$ cat config.mk
export PLATFORM = sky130hd
export DESIGN_NAME = kamus_issue_ctrl
export DESIGN_NICKNAME = d
export VERILOG_FILES = /design/src/rtl/kamus_issue_ctrl.sv
export SDC_FILE = /design/constraint.sdc
export NUM_CORES = 1
export LEC_CHECK = 0
export CORE_UTILIZATION = 55
export CTS_BUF_LIST = sky130_fd_sc_hd__clkbuf_8
export DETAILED_ROUTE_END_ITERATION = 10
export PLACE_DENSITY = 0.82
export SYNTH_ARGS = -nofsm -noshare
export SYNTH_HDL_FRONTEND = slang
export SYNTH_SLANG_ARGS = --single-unit
$ cat constraint.sdc
create_clock -name clk_i -period 3.4 [get_ports clk_i]
set_input_delay 0.51 -clock clk_i [delete_from_list [all_inputs] [get_ports clk_i]]
set_output_delay 0.51 -clock clk_i [all_outputs]
set_load 0.02 [all_outputs]
$ cat src/rtl/kamus_issue_ctrl.sv
// Issue controller between ID and EX: register scoreboard, in-flight limit,
// serialising drain FSM and branch-flush kill of the presented instruction.
module kamus_issue_ctrl #(
  parameter int unsigned MAX_INFLIGHT = 4,
  parameter int unsigned CNT_WIDTH    = 32
) (
  input  logic                 clk_i,
  input  logic                 rst_ni,
  input  logic                 id_valid_i,
  output logic                 id_ready_o,
  input  logic [4:0]           rs1_addr_i,
  input  logic [4:0]           rs2_addr_i,
  input  logic [4:0]           rd_addr_i,
  input  logic                 rs1_used_i,
  input  logic                 rs2_used_i,
  input  logic                 rd_write_i,
  input  logic                 is_serial_i,
  output logic                 ex_valid_o,
  input  logic                 ex_ready_i,
  input  logic                 retire_i,
  input  logic                 retire_rd_write_i,
  input  logic [4:0]           retire_rd_addr_i,
  input  logic                 flush_i,
  output logic [3:0]           inflight_o,
  output logic [1:0]           state_o,
  output logic [CNT_WIDTH-1:0] stall_cnt_o
);

  typedef enum logic [1:0] {
    S_IDLE  = 2'd0,
    S_DRAIN = 2'd1,
    S_WAIT  = 2'd2
  } state_e;

  localparam logic [3:0] MaxInflight = 4'(MAX_INFLIGHT);

  state_e               state_q, state_d;
  logic [31:0]          sb_q, sb_d;
  logic [3:0]           inflight_q, inflight_d;
  logic [CNT_WIDTH-1:0] stall_q, stall_d;
  logic                 hazard, full, issue;

  // Hazard sees only the registered scoreboard, so a same-cycle retire
  // unblocks the dependent one cycle later.
  assign hazard = (rs1_used_i & sb_q[rs1_addr_i]) |
                  (rs2_used_i & sb_q[rs2_addr_i]) |
                  (rd_write_i & sb_q[rd_addr_i]);
  assign full   = (inflight_q == MaxInflight);

  always_comb begin
    ex_valid_o = 1'b0;
    state_d    = state_q;
    unique case (state_q)
      S_IDLE: begin
        ex_valid_o = id_valid_i & ~is_serial_i & ~hazard & ~full & ~flush_i;
        if (id_valid_i & is_serial_i & ~flush_i) state_d = S_DRAIN;
      end
      S_DRAIN: begin
        ex_valid_o = id_valid_i & (inflight_q == 4'd0) & ~flush_i;
        if (ex_valid_o & ex_ready_i)      state_d = S_WAIT;
        else if (flush_i | ~id_valid_i)   state_d = S_IDLE;
      end
      S_WAIT: begin
        if (inflight_q == 4'd0) state_d = S_IDLE;
      end
      default: state_d = S_IDLE;
    endcase
  end

  assign id_ready_o = ex_valid_o & ex_ready_i;
  assign issue      = id_ready_o;

  always_comb begin
    sb_d = sb_q;
    if (retire_i & retire_rd_write_i & (retire_rd_addr_i != 5'd0))
      sb_d[retire_rd_addr_i] = 1'b0;
    // Applied after the clear so a simultaneous set of the same register wins.
    if (issue & rd_write_i & (rd_addr_i != 5'd0))
      sb_d[rd_addr_i] = 1'b1;
  end

  always_comb begin
    inflight_d = inflight_q;
    unique case ({issue, retire_i})
      2'b10:   inflight_d = inflight_q + 4'd1;
      2'b01:   if (inflight_q != 4'd0) inflight_d = inflight_q - 4'd1;
      default: inflight_d = inflight_q;
    endcase
  end

  always_comb begin
    stall_d = stall_q;
    if (id_valid_i & ~id_ready_o & ~flush_i) stall_d = stall_q + 1'b1;
  end

  always_ff @(posedge clk_i or negedge rst_ni) begin
    if (!rst_ni) begin
      state_q    <= S_IDLE;
      sb_q       <= '0;
      inflight_q <= '0;
      stall_q    <= '0;
    end else begin
      state_q    <= state_d;
      sb_q       <= sb_d;
      inflight_q <= inflight_d;
      stall_q    <= stall_d;
    end
  end

  assign inflight_o  = inflight_q;
  assign state_o     = state_q;
  assign stall_cnt_o = stall_q;

endmodule

==> results of run 1 <==
-- metal layers --
metal,share of wire,GRT usage,routed length [µm],vias to the layer above
met5,0,0,0,-
met1,0.40,0.374,4460,1810
li1,-,-,-,1681
met2,0.51,0.520,5650,165
met4,0.021,0.108,238,0
met3,0.068,0.0665,751,28
-- synth_stat cells (7+ instances only) --
cell type | count | area, µm²
mux2i_1 | 24 | 240
o41ai_2 | 7 | 114
xnor2_1 | 27 | 236
o21ai_1 | 13 | 65.1
nand4_1 | 21 | 131
and3_1 | 10 | 62.6
inv_1 | 10 | 37.5
o21ai_0 | 44 | 220
clkbuf_1 | 7 | 26.3
nand2_1 | 14 | 52.6
mux4_2 | 15 | 338
nor2_1 | 16 | 60.1
nand3_1 | 18 | 90.1
nand3b_1 | 11 | 82.6
o22ai_1 | 7 | 43.8
dfrtp_1 | 70 | 1750
-- where the power goes --
part / internal (mW) / total [mW] / switching [mW] / leakage [nW]
sequential: 0.913 / 1.01 / 0.0971 / 0.954
combinational: 0.327 / 0.653 / 0.326 / 1.30
clock: 0.453 / 0.784 / 0.331 / 0.116
total: 1.69 / 2.45 / 0.754 / 2.37
-- state kept, by name (all words and copies together), names as in the netlist --
signal / flops
sb_q: 32
stall_cnt_o: 32
inflight_o: 4
state_o: 2
-- cell families (layout without fill, tap and decap cells) --
kind of cell | after synthesis | after routing | share of synthesized area
adder cells (fa/ha/maj) | 4 | 4 | 0.0137
AND/OR/NAND/NOR | 126 | 126 | 0.189
flip-flops | 70 | 70 | 0.416
multiplexers | 42 | 42 | 0.145
AO/OA/AOI/OAI | 87 | 87 | 0.137
buffers and inverters | 30 | 133 | 0.0318
XOR/XNOR | 33 | 33 | 0.0686
-- metrics by stage --
stage / instances / util / cell area [µm²]
detailed placement: 578 / 0.715 / 5240
global route: 594 / 0.750 / 5500
floorplan: 392 / - / 4220
CTS: 594 / 0.746 / 5470
finish: 594 / 0.750 / 5500
global placement: 578 / 0.715 / 5240
-- worst min path at each step --
| stage | start | end | slack [ns] | cells after the start |
|---|---|---|---|---|
| final | rst_ni | stall_cnt_o[26] | 0.35 | 2 |
| after floorplan | rst_ni | inflight_o[0] | 0.21 | 0 |
| after global routing | rst_ni | stall_cnt_o[26] | 0.44 | 2 |
| after global placement | sb_q[0] | sb_q[0] | 0.43 | 0 |
| after detailed placement | sb_q[0] | sb_q[0] | 0.44 | 0 |
| after CTS | rst_ni | stall_cnt_o[27] | 0.39 | 2 |
-- area by class of cell --
class                   count  area share
flip-flops and latches     70       0.318
inverters                  11     0.00796
clock inverters             5      0.0148
repair buffers            106       0.180
multi-input cells         292       0.428
well taps                  99      0.0225
clock buffers              11      0.0275
-- timing repair --
item                                   in CTS  in global routing
cloned                                      0                  0
gates resized for setup                     3                  7
setup endpoints to repair                   2                  3
endpoints found under the hold margin       0                  0
pin swaps                                   0                  0
==> impl_metrics.yaml, run 1 <==
clocking:
  post_cts_buffers: 0
  clk_latency_ns: 0.35
  cts_buffers: 9
  ctsRootBufferMaster: "clkbuf_8"
  cts_tree: "built"
  htreeDepth: 3
  clk_pin_slew_worst_paths_ns: 0.08
  clockBufferDepth: 2
  postCtsHoldBufs: 0
  cts_sinks: 70
pwr:
  p_total_mw: 2.45
  p_leak_nw: 2.37
  irDropWorstVdd_mv: 0.272
  power_density_nw_per_um2: 445
min_path:
  hp-class: "in -> async"
setup_path:
  crit_family: "buffers and inverters"
  worst-path-buf-inv: 4
  path_cells: "clkdlybuf4s50_1, buf_4, mux4_2, mux2i_1, a31oi_1, nand3_1, o21a_2, nand3_4, inv_4, clkdlybuf4s15_1"
  cp-endpoint: "id_ready_o"
  reg2reg_depth: 12
  worstSetupStartpointType: "input pin"
  critPathKind: "in -> out"
  critical_path.slowest_cell: "mux4_2"
  worstSetupEndpointType: "primary output"
  worstPathArrival_ns: 2.73
  r2r_start: "sb_q[7]"
  crit_required_ns: 2.89
  cpPeakStageDelay_ns: 0.50
  crit_start: "rs2_addr_i[0]"
  rr_endpoint: "inflight_o[3]"
  cp_max_fo: 6
  worstSetupPathDepth: 10
  rrSetupSlack_ns: 0.37
place:
  place_ws_ns: -0.357
  gp_congestion: 0.907
  io_buffers: 70
  dp_hpwl_um: 8360
drt:
  wire_per_inst_um: 18.7
  drtPass1Iterations: 4
  drt_first_iter_violations: 153
  via_count: 3684
  viasPerCell: 6.20
  wirelength_um: 11100
  drc: 0
  ant_nets: 0
run_status:
  outcome: "completed"
finish:
  multi_input_area_um2: 2360
  seq_area_um2: 1750
  area_growth_pct: 30.5
  nFillCells: 486
  fin_nets: 525
  drive_gt1_frac: 0.194
  layout_commonest_cell: "dfrtp_1"
  most-common-layout-cells: "dfrtp_1 (70), clkdlybuf4s50_1 (66), o21ai_0 (44)"
  diodes: 0
global_routing:
  track_usage: 0.302
  grt_pass1_vias: 3638
  grt_max_degree: 71
  grt_remaining_overflow: 0
  antenna_found_initial: 0
  grt_pass1_wl_um: 18000
yosys:
  synth_area_um2: 4220
  yosysWarnings: 0
  synth-edff-count: 0
  synthesis.nets: 427
  netlist_instances: 392
  synthFlopType: "dfrtp_1"
  yosys_register_bits: 70
  ys_seq_area_frac: 0.416
  synthDistinctLibCells: 54
  syn_avg_cell_area_um2: 10.8
  async_reset_ff_frac: 1.00
timing:
  hold_ws_ns: 0.353
  final_hold_viol_count: 0
  setup_tns_ns: 0
  finalCritPeriodShare: 0.953
  rsz0062_at_grt: "no"
  slew_headroom: 0.412
  fin_skew_ns: 0.0118
  drv_slew: 0
  final-setup-viol-count: 0
  fin_ws_ns: 0.161
  worst_pin_slew_ns: 0.882
  fin_crit_ns: 3.24
  fmax_ghz: 0.309
floorplanning:
  die_x_um: 89.5
  rows: 31
  fp.dieH_um: 89.5
  core_um2: 7330
  start_util: 0.575
  num_io_pins: 71
  dieArea_um2: 8020
run:
  cap_violations: 0
Note: power is estimated with default switching activity, not from simulation.
==> run 2, diff against run 1 <==
Settings changed: CORE_UTILIZATION 55 to 40, PLACE_DENSITY 0.82 to not set.
==> impl_metrics.yaml, run 2 (same netlist as run 1, synthesis figures left out) <==
run_status:
  outcome: "completed"
clocking:
  clk_latency_ns: 0.35
  htreeDepth: 3
  ctsRootBufferMaster: "clkbuf_8"
  clk_pin_slew_worst_paths_ns: 0.09
  cts_sinks: 70
  post_cts_buffers: 0
  cts_buffers: 9
  clockBufferDepth: 2
  postCtsHoldBufs: 0
  cts_tree: "built"
floorplanning:
  fp.dieH_um: 105
  num_io_pins: 71
  die_x_um: 105
  core_um2: 10300
  dieArea_um2: 11000
  start_util: 0.410
  rows: 37
pwr:
  p_leak_nw: 2.41
  power_density_nw_per_um2: 435
  irDropWorstVdd_mv: 0.257
setup_path:
  rr_endpoint: "inflight_o[3]"
  crit_required_ns: 2.89
  critical_path.slowest_cell: "clkdlybuf4s50_1"
  cpPeakStageDelay_ns: 0.54
  path_cells: "clkdlybuf4s50_1, mux4_2, nor2b_1, nor3_1, o2111ai_2, nand3_2, buf_4, and2_1, dlygate4sd2_1"
  worstSetupStartpointType: "input pin"
  cp_max_fo: 2
  rrSetupSlack_ns: 0.35
  reg2reg_depth: 12
  r2r_start: "sb_q[4]"
  worstPathArrival_ns: 2.79
  worstSetupEndpointType: "primary output"
  critPathKind: "in -> out"
global_routing:
  grt_pass1_wl_um: 18900
  track_usage: 0.223
  grt_pass1_vias: 3527
  grt_remaining_overflow: 0
  grt_max_degree: 71
  antenna_found_initial: 0
place:
  dp.cells: 620
  io_buffers: 70
  dp_hpwl_um: 8430
  place_ws_ns: -0.334
  gp_congestion: 0.866
timing:
  final_hold_viol_count: 0
  final-setup-viol-count: 0
  slew_headroom: 0.404
  drv_slew: 0
  fin_ws_ns: 0.103
  finalCritPeriodShare: 0.970
  fmax_ghz: 0.303
  rsz0062_at_grt: "no"
  fin_skew_ns: 0.0126
  setup_tns_ns: 0
  fin_crit_ns: 3.30
  worst_pin_slew_ns: 0.894
drt:
  drt_first_iter_violations: 276
  wire_per_inst_um: 18.1
  drc: 0
  viasPerCell: 5.69
  drtPass1Iterations: 4
  wirelength_um: 11500
  ant_nets: 0
  via_count: 3619
finish:
  most-common-layout-cells: "dfrtp_1 (70), clkdlybuf4s50_1 (64), o21ai_0 (44)"
  drive_gt1_frac: 0.196
  diodes: 0
  area_growth_pct: 32.2
  fin_nets: 530
  post_layout_nonfiller_instances: 636
  nFillCells: 939
  layout_commonest_cell: "dfrtp_1"
run:
  cap_violations: 0
min_path:
  hp-class: "in -> async"
## run 2: cell types whose count changed in the layout (fill, tap and decap cells not counted), moves of 2 or more
cell and delta:
buf_4 +4, mux2i_1 +2, clkdlybuf4s50_1 -2, mux2i_2 -2
clkbuf_8 -2, dlymetal6s2s_1 +2
## run 2: timing repair
item | in CTS | in global routing
pin swaps | 0 | 2
gates resized for setup | 4 | 7
gates cloned | 0 | 0
endpoints found under the setup margin | 2 | 3
## run 2: layout make-up
cell class              instances  area [µm²]  area share
clock buffers                   9         124      0.0222
clock inverters                 7        97.6      0.0175
multi-input cells             292        2350       0.421
flip-flops and latches         70        1750       0.314
well taps                     136         170      0.0305
repair buffers                111        1040       0.186
inverters                      11        43.8     0.00786
## run 2: metrics by stage
step | utilization | cell area (µm²) | power, mW | hold slack [ns]
after floorplan | - | 4220 | 1.37 | 0.214
after global placement | 0.518 | 5320 | 1.66 | 0.447
after detailed placement | 0.518 | 5320 | 1.68 | 0.444
after CTS | 0.540 | 5550 | 2.45 | 0.395
after global routing | 0.542 | 5570 | 2.56 | 0.424
final | 0.542 | 5570 | 2.42 | 0.356
## run 2: how the worst max path moves through the flow
stage                  start       endpoint  slack [ns]  depth (start not counted)
2_1_floorplan  rs1_addr_i[2]  inflight_o[3]        0.08                         14
3_3_place_gp   rs2_addr_i[1]     id_ready_o       -0.27                          9
3_5_place_dp   rs1_addr_i[1]  inflight_o[3]       -0.33                         13
4_1_cts        rs1_addr_i[1]     id_ready_o        0.01                          8
5_1_grt         rd_addr_i[0]     ex_valid_o       0.005                          9
6_report        rd_addr_i[0]     ex_valid_o        0.10                          9
## run 2: critical path, delay by kind of cell
family	cells	cell delay (ns)
buffers and inverters	3	0.99
AOI/OAI and AO/OA	1	0.18
muxes	1	0.52
and+or+nand+nor	4	0.59
## run 2: report_power, final
| group | switching [mW] | internal [mW] | leakage (nW) |
|---|---|---|---|
| Combinational | 0.320 | 0.334 | 1.35 |
| Sequential | 0.0954 | 0.913 | 0.954 |
| Clock | 0.344 | 0.415 | 0.106 |
## run 2: layer usage
metal | GRT usage | up-vias | share of wire
met2 | 0.326 | 125 | 0.46
li1 | - | 1696 | -
met4 | 0.0755 | 0 | 0.017
met3 | 0.0530 | 15 | 0.052
met5 | 0 | - | 0
met1 | 0.322 | 1783 | 0.47
==> run 3, diff against run 2 <==
Settings changed: CORE_ASPECT_RATIO set to 1.5, CORE_UTILIZATION 40 to 54, PLACE_DENSITY set to 0.81.
==> impl_metrics.yaml, run 3 (same netlist as run 1, synthesis figures left out) <==
global_routing:
  grt_pass1_wl_um: 18400
  grt_max_degree: 39
  track_usage: 0.308
  grt_remaining_overflow: 0
  antenna_found_initial: 0
  grt_pass1_vias: 3795
clocking:
  ctsRootBufferMaster: "clkbuf_8"
  cts_tree: "built"
  cts_buffers: 9
  clockBufferDepth: 2
  htreeDepth: 3
  cts_sinks: 70
  clk_latency_ns: 0.37
  clk_pin_slew_worst_paths_ns: 0.08
setup_path:
  worstSetupEndpointType: "primary output"
  cp_max_fo: 5
  worstSetupStartpointType: "input pin"
  crit_required_ns: 2.89
  critical_path.slowest_cell: "mux4_2"
  path_cells: "clkdlybuf4s50_1, buf_6, mux4_2, mux2i_1, a31oi_1, nand3_1, o21a_2, nand3_4, inv_4, dlygate4sd2_1"
  reg2reg_depth: 12
  worstPathArrival_ns: 2.79
  cpPeakStageDelay_ns: 0.49
  critPathKind: "in -> out"
finish:
  drive_gt1_frac: 0.197
  most-common-layout-cells: "dfrtp_1 (70), clkdlybuf4s50_1 (66), o21ai_0 (44)"
  post_layout_nonfiller_instances: 595
  area_growth_pct: 30.1
  fin_nets: 523
  finalInstanceArea_um2: 5480
  diodes: 0
  layout_commonest_cell: "dfrtp_1"
place:
  gp_congestion: 0.942
  dp.cells: 579
  io_buffers: 70
  dp_hpwl_um: 8620
  dpl_cell_area_um2: 5240
drt:
  route.top_layer_used: "met4"
  route.met3.wl_um: 761
  via_count: 3769
  met2_length_um: 6030
  viasPerCell: 6.33
  wire_per_inst_um: 19.2
  ant_nets: 0
  drt_first_iter_violations: 336
  wirelength_um: 11400
  drc: 0
  m1WireLength_um: 4060
  drtPass1Iterations: 5
timing:
  final_hold_viol_count: 0
  fmax_ghz: 0.303
  hold_ws_ns: 0.243
  rsz0062_at_grt: "no"
  slew_headroom: 0.430
  drv_slew: 0
  fin_crit_ns: 3.30
  final-setup-viol-count: 0
  fin_skew_ns: 0.0161
  finalCritPeriodShare: 0.972
  worst_pin_slew_ns: 0.855
floorplanning:
  rows: 39
  start_util: 0.554
  num_io_pins: 71
  fp.dieH_um: 110
  dieArea_um2: 8170
  die_x_um: 74.1
  core_um2: 7610
pwr:
  p_leak_nw: 2.36
  power_density_nw_per_um2: 430
  irDropWorstVdd_mv: 0.250
min_path:
  hp-class: "in -> async"
run_status:
  outcome: "completed"
run:
  cap_violations: 0
==> run 3: per-stage QoR <==
stage / util / setup TNS (ns) / setup WS [ns] / power [mW]
6_report: 0.720 / 0 / 0.0965 / 2.36
5_1_grt: 0.720 / 0 / 0.0294 / 2.47
4_1_cts: 0.714 / 0 / 0.00745 / 2.35
3_5_place_dp: 0.689 / -0.985 / -0.359 / 1.68
3_3_place_gp: 0.689 / -0.671 / -0.208 / 1.66
2_1_floorplan: - / 0 / 0.0799 / 1.37
==> run 3: final cells by class <==
cell class / count / area [µm²]
Clock buffer: 9 / 124
Clock inverter: 7 / 72.6
Fill cell: 557 / 2130
Inverter: 11 / 43.8
Multi-Input combinational cell: 292 / 2370
Sequential cell: 70 / 1750
Tap cell: 102 / 128
Timing Repair Buffer: 104 / 992
==> run 3: final timing paths <==
check                                   start              end  slack (ns)
worst max register to register        sb_q[4]    inflight_o[3]        0.39
worst min-delay path                   rst_ni  stall_cnt_o[26]        0.24
worst min register to register        sb_q[0]          sb_q[0]        0.43
worst max-delay path            rs2_addr_i[0]       id_ready_o         0.1
max in group asynchronous              rst_ni         sb_q[12]        2.48
min in group clk_i                    sb_q[0]          sb_q[0]        0.43
==> run 3: per-layer routing <==
layer	vias up	track usage
met5	-	0
met2	208	0.532
met1	1831	0.336
li1	1680	-
met4	0	0.190
met3	50	0.0718
==> run 3: worst max-delay path, delay by kind of cell <==
family,cells,cell delay [ns]
compound gates,2,0.32
buf+inv,4,1.03
mux,2,0.71
simple gates,2,0.22
==> run 3: repair_timing <==
action                                  in CTS  in global routing
gates resized for setup                      2                 11
hold buffers                                 0                  0
gates cloned                                 0                  0
pin swaps                                    0                  0
buffers inserted                             0                  0
endpoints found under the setup margin       2                  3
==> run 3: report_power, final <==
| part | internal, mW | total [mW] | switching (mW) |
|---|---|---|---|
| Sequential | 0.913 | 1.01 | 0.0945 |
| Combinational | 0.334 | 0.669 | 0.335 |
| Clock | 0.339 | 0.679 | 0.339 |
| Total | 1.59 | 2.36 | 0.769 |
